[config.mk]
export PLATFORM = sky130hd
export DESIGN_NAME = ym3438_slot_sequencer
export DESIGN_NICKNAME = d
export VERILOG_FILES = /design/src/rtl/ym3438_seq_pkg.sv /design/src/rtl/ym3438_clk_phase.sv /design/src/rtl/ym3438_slot_sequencer.sv
export SDC_FILE = /design/constraint.sdc
export NUM_CORES = 1
export LEC_CHECK = 0
export CAP_MARGIN = 20
export CORE_MARGIN = 2
export CORE_UTILIZATION = 45
export DETAILED_ROUTE_END_ITERATION = 10
export PLACE_DENSITY = 0.9
export SYNTH_ARGS = -nofsm -noshare
export SYNTH_HDL_FRONTEND = slang
export SYNTH_SLANG_ARGS = --single-unit
[constraint.sdc]
create_clock -name MCLK -period 3.37 [get_ports MCLK]
set_clock_uncertainty 0.15 [all_clocks]
set_input_delay 0.5055 -clock MCLK [delete_from_list [all_inputs] [get_ports MCLK]]
set_output_delay 0.5055 -clock MCLK [all_outputs]
set_load 0.02 [all_outputs]
[src/rtl/ym3438_seq_pkg.sv]
// -----------------------------------------------------------------------------
// ym3438_seq_pkg
//
// Shared constants, widths and types for the YM3438 slot sequencer.
// The 24-slot rotation is 6 channels by 4 operators. The slot index maps to
// channel = slot % 6 and operator = slot / 6. Operator 0 of channel N
// therefore sits in slot N.
//
// Contents:
//   NSLOTS, NCH, NOPS      rotation geometry
//   SLOT_W, CH_W, OP_W     field widths
//   buf_state_e            register-write buffer state (EMPTY / FULL)
//   slot_ch / slot_op      slot decode helpers
//   slot_next              wrapping slot increment
// -----------------------------------------------------------------------------
package ym3438_seq_pkg;

    localparam int NSLOTS = 24;
    localparam int NCH    = 6;
    localparam int NOPS   = 4;

    localparam int SLOT_W = 5;
    localparam int CH_W   = 3;
    localparam int OP_W   = 2;

    typedef enum logic {
        EMPTY = 1'b0,
        FULL  = 1'b1
    } buf_state_e;

    // Channel index of a slot (0..5).
    function automatic logic [CH_W-1:0] slot_ch(input logic [SLOT_W-1:0] s);
        return CH_W'(s % SLOT_W'(NCH));
    endfunction

    // Operator index of a slot (0..3).
    function automatic logic [OP_W-1:0] slot_op(input logic [SLOT_W-1:0] s);
        return OP_W'(s / SLOT_W'(NCH));
    endfunction

    // Next slot in the rotation, wrapping 23 -> 0.
    function automatic logic [SLOT_W-1:0] slot_next(input logic [SLOT_W-1:0] s);
        return (s == SLOT_W'(NSLOTS - 1)) ? '0 : s + 1'b1;
    endfunction

endpackage

[src/rtl/ym3438_clk_phase.sv]
// -----------------------------------------------------------------------------
// ym3438_clk_phase
//
// Divides MCLK into the two non-overlapping phase enables of the YM3438 core.
// A counter dcnt runs 0..DIV-1. c1 and c2 are registered decodes of the
// counter, so both are glitch-free single-MCLK pulses:
//   c1 is high in the cycle where dcnt == 0 (never in the first period after reset)
//   c2 is high in the cycle where dcnt == DIV/2
//
// Parameters:
//   DIV    MCLK cycles per phase period; even and >= 4
// Ports:
//   MCLK   in   sole clock, all state on posedge
//   reset  in   synchronous, active-high
//   c1     out  phase-1 enable, one MCLK cycle per DIV
//   c2     out  phase-2 enable, one MCLK cycle per DIV, DIV/2 after c1
// -----------------------------------------------------------------------------
module ym3438_clk_phase #(
    parameter int DIV = 6
) (
    input  logic MCLK,
    input  logic reset,
    output logic c1,
    output logic c2
);

    localparam int CNT_W = $clog2(DIV);

    // An odd or tiny divisor would make c1 and c2 collide or lose symmetry.
    generate
        if (DIV < 4 || (DIV % 2) != 0) begin : g_bad_div
            $error("ym3438_clk_phase: DIV must be even and >= 4");
        end
    endgenerate

    logic [CNT_W-1:0] dcnt;

    // The pulses are decoded one count early because they are registered.
    // They line up with dcnt == 0 and dcnt == DIV/2 on the following cycle.
    always_ff @(posedge MCLK) begin
        if (reset) begin
            dcnt <= '0;
            c1   <= 1'b0;
            c2   <= 1'b0;
        end else begin
            // NOTE: state is updated with non-blocking assignments so every
            // right-hand side sees the pre-edge value; blocking here would make
            // c1/c2 decode the already-incremented counter.
            dcnt <= (dcnt == CNT_W'(DIV - 1)) ? '0 : dcnt + 1'b1;
            c1   <= (dcnt == CNT_W'(DIV - 1));
            c2   <= (dcnt == CNT_W'(DIV / 2 - 1));
        end
    end

endmodule

[src/rtl/ym3438_slot_sequencer.sv]
// -----------------------------------------------------------------------------
// ym3438_slot_sequencer
//
// Master sequencer of the YM3438 core. It does three things:
//   - generates the c1/c2 phase enables (ym3438_clk_phase);
//   - runs the 24-slot operator/channel rotation, advancing once per c1;
//   - holds a single-entry register-write buffer that releases its write
//     exactly in the operator-0 slot of the target channel, so datapath
//     register files are updated in phase with the rotation.
//
// Parameters:
//   DIV          MCLK cycles per c1/c2 period (even, >= 4)
// Ports:
//   MCLK         in   sole clock
//   reset        in   synchronous, active-high
//   c1, c2       out  phase enables
//   slot         out  current slot 0..23
//   ch, op       out  slot % 6 and slot / 6
//   cycle_start  out  high while slot == 0
//   wr_req       in   write request (level, sampled every MCLK edge)
//   wr_ch        in   target channel, valid 0..5
//   wr_data      in   write payload
//   wr_busy      out  buffer occupied; requests ignored while high
//   wr_err       out  one-cycle pulse when a request with wr_ch 6/7 is rejected
//   upd_en       out  one-cycle write strobe to the datapath
//   upd_data     out  buffered payload, valid with upd_en
// -----------------------------------------------------------------------------
module ym3438_slot_sequencer
    import ym3438_seq_pkg::*;
#(
    parameter int DIV = 6
) (
    input  logic              MCLK,
    input  logic              reset,
    output logic              c1,
    output logic              c2,
    output logic [SLOT_W-1:0] slot,
    output logic [CH_W-1:0]   ch,
    output logic [OP_W-1:0]   op,
    output logic              cycle_start,
    input  logic              wr_req,
    input  logic [CH_W-1:0]   wr_ch,
    input  logic [7:0]        wr_data,
    output logic              wr_busy,
    output logic              wr_err,
    output logic              upd_en,
    output logic [7:0]        upd_data
);

    // -------------------------------------------------------------------------
    // Phase generation
    // -------------------------------------------------------------------------
    ym3438_clk_phase #(
        .DIV (DIV)
    ) u_clk_phase (
        .MCLK  (MCLK),
        .reset (reset),
        .c1    (c1),
        .c2    (c2)
    );

    // -------------------------------------------------------------------------
    // Slot rotation
    // -------------------------------------------------------------------------
    always_ff @(posedge MCLK) begin
        if (reset) begin
            slot <= '0;
        end else if (c1) begin
            slot <= slot_next(slot);
        end
    end

    assign ch          = slot_ch(slot);
    assign op          = slot_op(slot);
    assign cycle_start = (slot == '0);

    // -------------------------------------------------------------------------
    // Register-write buffer
    // -------------------------------------------------------------------------
    buf_state_e      buf_state;
    logic [CH_W-1:0] buf_ch;
    logic [7:0]      buf_data;
    logic            busy;

    assign busy    = (buf_state == FULL);
    assign wr_busy = busy;

    // Operator 0 of channel N sits in slot N. Comparing the slot against the
    // channel number directly therefore places the strobe in that slot. The
    // strobe is qualified by c1 so it lasts a single MCLK cycle per visit.
    assign upd_en   = busy & c1 & (slot == SLOT_W'(buf_ch));
    assign upd_data = buf_data;

    always_ff @(posedge MCLK) begin
        if (reset) begin
            // NOTE: the buffered channel and data are cleared on reset. This
            // keeps upd_data at 0 afterwards and discards any pending write.
            buf_state <= EMPTY;
            buf_ch    <= '0;
            buf_data  <= '0;
            wr_err    <= 1'b0;
        end else begin
            wr_err <= 1'b0;
            case (buf_state)
                EMPTY: begin
                    if (wr_req) begin
                        if (wr_ch <= CH_W'(NCH - 1)) begin
                            buf_ch    <= wr_ch;
                            buf_data  <= wr_data;
                            buf_state <= FULL;
                        end else begin
                            wr_err <= 1'b1;
                        end
                    end
                end
                FULL: begin
                    // Requests are ignored while full, including on the release
                    // edge. A held request is taken on the following edge.
                    if (upd_en) begin
                        buf_state <= EMPTY;
                    end
                end
                default: buf_state <= EMPTY;
            endcase
        end
    end

    // The two phase enables must never overlap.
    a_phase_exclusive: assert property (@(posedge MCLK) !(c1 && c2));

endmodule

==> flow_summary.toml, run 1 <==
[clocking]
cts_tree = "done"
h-tree-depth = 1
cts_buffer_depth = 2
cts_hold_buf = 0
cts_root_buf = "clkbuf_4"
cts.clk_slew.worst_paths_ns = 0.12
clock_sinks = 23
clk_latency_ns = 0.31
numCtsBuffers = 3

[synthesis]
synth_area_leaders = "dfxtp_1 (40%), ha_1 (8.6%), nand2_1 (8.1%), a21oi_1 (5.6%), nor2_1 (5.2%)"
ys_ff_latch = 23
seq_area_frac_synth = 0.3978
netlist_instances = 139
synth_top_area_share = 0.3978
synth_area_per_cell_sq_um = 8.326
yosys.area.top_type = "dfxtp_1"
ys_warn_count = 0
synth_edf_count = 0
async_flop_share = 0
synth-main-ff-cell = "dfxtp_1"
synth_area_sq_um = 1157
syn-num-nets = 161
ys_types = 34

[layout]
fin_util = 0.6555
area_growth_pct = 39.03
n_antenna_cell = 0
final_cell_area_sq_um = 1609
drive_gt1_frac = 0.1333
layout.nets = 203
layout_commonest_cell = "clkdlybuf4s50_1"
layout_common_cells = "clkdlybuf4s50_1 (34), nand2_1 (25), dfxtp_1 (21)"
final-instance-count-excl-fill = 210

[critical_path]
reg2reg_depth = 4
required_ns = 2.71
crit_path_start_kind = "register"
reg2reg_slack_ns = 1.91
path_class = "register to output pin"
worstPathArrival_ns = 2.51
crit_path_end_kind = "output pin"
r2r_start = "wr_busy"
rr_endpoint = "upd_data[1]"
cp_max_fo = 5

[global_routing]
grt.total_usage = 0.1923
grt_overflow_total = 0
grt_max_degree = 21
grt_pass1_vias = 1034
antenna_found_initial = 0
grt_pass1_wl_mm = 4.188

[floorplanning]
die_area_sq_um = 2994
pin_count = 38
die_y_um = 54.72
rows = 18
initial_core_util = 0.4715
die_w_um = 54.72
core_sq_um = 2455

[sta]
fin_tns_setup_ns = 0
whs_ns = 0.3131
tightest_slew_ns = 0.7209
hold_viol_final = 0
drv_slew = 0
setup_viol = 0
period_needed_ns = 3.162
post-route-period-util = 0.9382
fmax_mhz = 316.3
slew_headroom = 0.5179
rsz0062_at_grt = "false"

[route]
ant_nets = 0
post_drt_wl_per_cell_um = 12.11
firstDrtPassIters = 4
drtIter0Drc = 8
drc = 0
finalWirelength_mm = 2.543
num_vias = 1047
avgViaCountPerCell = 4.986

[placement]
gp_congestion = 0.7737
io_buffer_count = 37
dp_cells = 204
dpl_cell_area_sq_um = 1560
place_hpwl_mm = 1.970

[min_path]
min_from = "u_clk_phase.dcnt[2]"
whs_path_depth = 1
hp-class = "register to register"
hold_end = "u_clk_phase.c2"

[power_and_ir_drop]
p_leak_nw = 0.6466
vdd.ir_drop.worst_mv = 0.3224
power_density_nw_per_um2 = 308.9

[status]
status = "finished clean"

[job]
cap_violations = 0
[routing by layer]
metal | part of all wire | track usage | up-vias | wire [um]
li1 | - | - | 541 | -
met1 | 0.42 | 0.2250 | 472 | 1072
met2 | 0.51 | 0.3353 | 29 | 1297
met3 | 0.052 | 0.03005 | 5 | 131
met4 | 0.017 | 0.09583 | 0 | 42
met5 | 0 | 0 | - | 0
[worst max path at each step]
stage                  from  endpoint  slack [ns]
global route        slot[3]     ch[2]        0.04
global placement    slot[3]     ch[1]        0.14
finish              slot[3]     ch[2]        0.21
floorplan           slot[3]     ch[1]        0.39
detailed placement  slot[3]     ch[1]       0.009
CTS                 slot[4]     op[0]        0.02
[power by group]
group | switching, W | internal, W
combinational | 0.0000392 | 0.0000402
clock | 0.0000797 | 0.0000444
sequential | 0.00000842 | 0.000285
total | 0.000127 | 0.000370
[worst max-delay path: stages (launching register included)]
cell and delay (ns):
dfxtp_2 0.38, nor2b_4 0.17, nand2_1 0.08, ha_2 0.22, xor2_1 0.15, a31o_2 0.24
inv_1 0.08, ha_1 0.16, a31oi_2 0.05, and2_1 0.19, a31oi_1 0.19, clkdlybuf4s15_2 0.28
[layout make-up]
cell class	count	area, sq um
fill	199	845.8
clock buffer	3	22.52
multi-input combinational	100	633.1
clock inverter	1	5.005
tap	30	37.54
inverter	10	37.54
sequential	23	462.9
timing repair buffer	43	410.4
[cells by family (layout without fill, tap and decap cells)]
logic type | count (synthesis) | count (layout) | share of synthesized area
xor gates and xnor gates | 7 | 7 | 0.05297
and+or+nand+nor | 60 | 60 | 0.2465
buffers and inverters | 16 | 57 | 0.06270
adders and majority gates | 8 | 8 | 0.08649
muxes | 1 | 1 | 0.008649
AOI/OAI and AO/OA | 24 | 24 | 0.1449
DFF | 23 | 23 | 0.3978
[registers in the layout (all words and copies together) (netlist names)]
name / cells
upd_data: 8
slot: 5
buf_ch: 3
u_clk_phase.dcnt: 3
u_clk_phase.c1: 1
u_clk_phase.c2: 1
wr_busy: 1
wr_err: 1
[cells in the mapped netlist (all sizes together), types with 2 or more instances]
master and instances:
a21oi 14, a31oi 3, and2 2, buf 3, clkbuf 3, dfxtp 23
ha 8, inv 10, nand2 25, nand2b 5, nand3 2, nand4 2
nor2 16, nor3 4, xnor2 4, xor2 3
[what timing repair did]
| action | CTS | global route |
|---|---|---|
| setup endpoints to repair | 3 | 3 |
| resized for setup | 9 | 4 |
| buffers inserted | 0 | 2 |
[metrics by stage]
step	setup slack [ns]	power [W]
6_report	0.2082	0.0004971
5_1_grt	0.03721	0.0005240
4_1_cts	0.02084	0.0005032
3_5_place_dp	0.008656	0.0003796
3_3_place_gp	0.1439	0.0003755
2_1_floorplan	0.3921	0.0003402
No activity file was read; power rests on OpenSTA's default activity.
==> run 2, diff against run 1 <==
--- a/config.mk
+++ b/config.mk
@@ -8,8 +8,10 @@
 export CAP_MARGIN = 20
 export CORE_MARGIN = 2
 export CORE_UTILIZATION = 45
+export CTS_CLUSTER_SIZE = 8
 export DETAILED_ROUTE_END_ITERATION = 10
 export PLACE_DENSITY = 0.9
+export SLEW_MARGIN = 25
 export SYNTH_ARGS = -nofsm -noshare
 export SYNTH_HDL_FRONTEND = slang
 export SYNTH_SLANG_ARGS = --single-unit
==> results of run 2 <==
The final DEF is identical to that of run 1; final timing and power are the same.
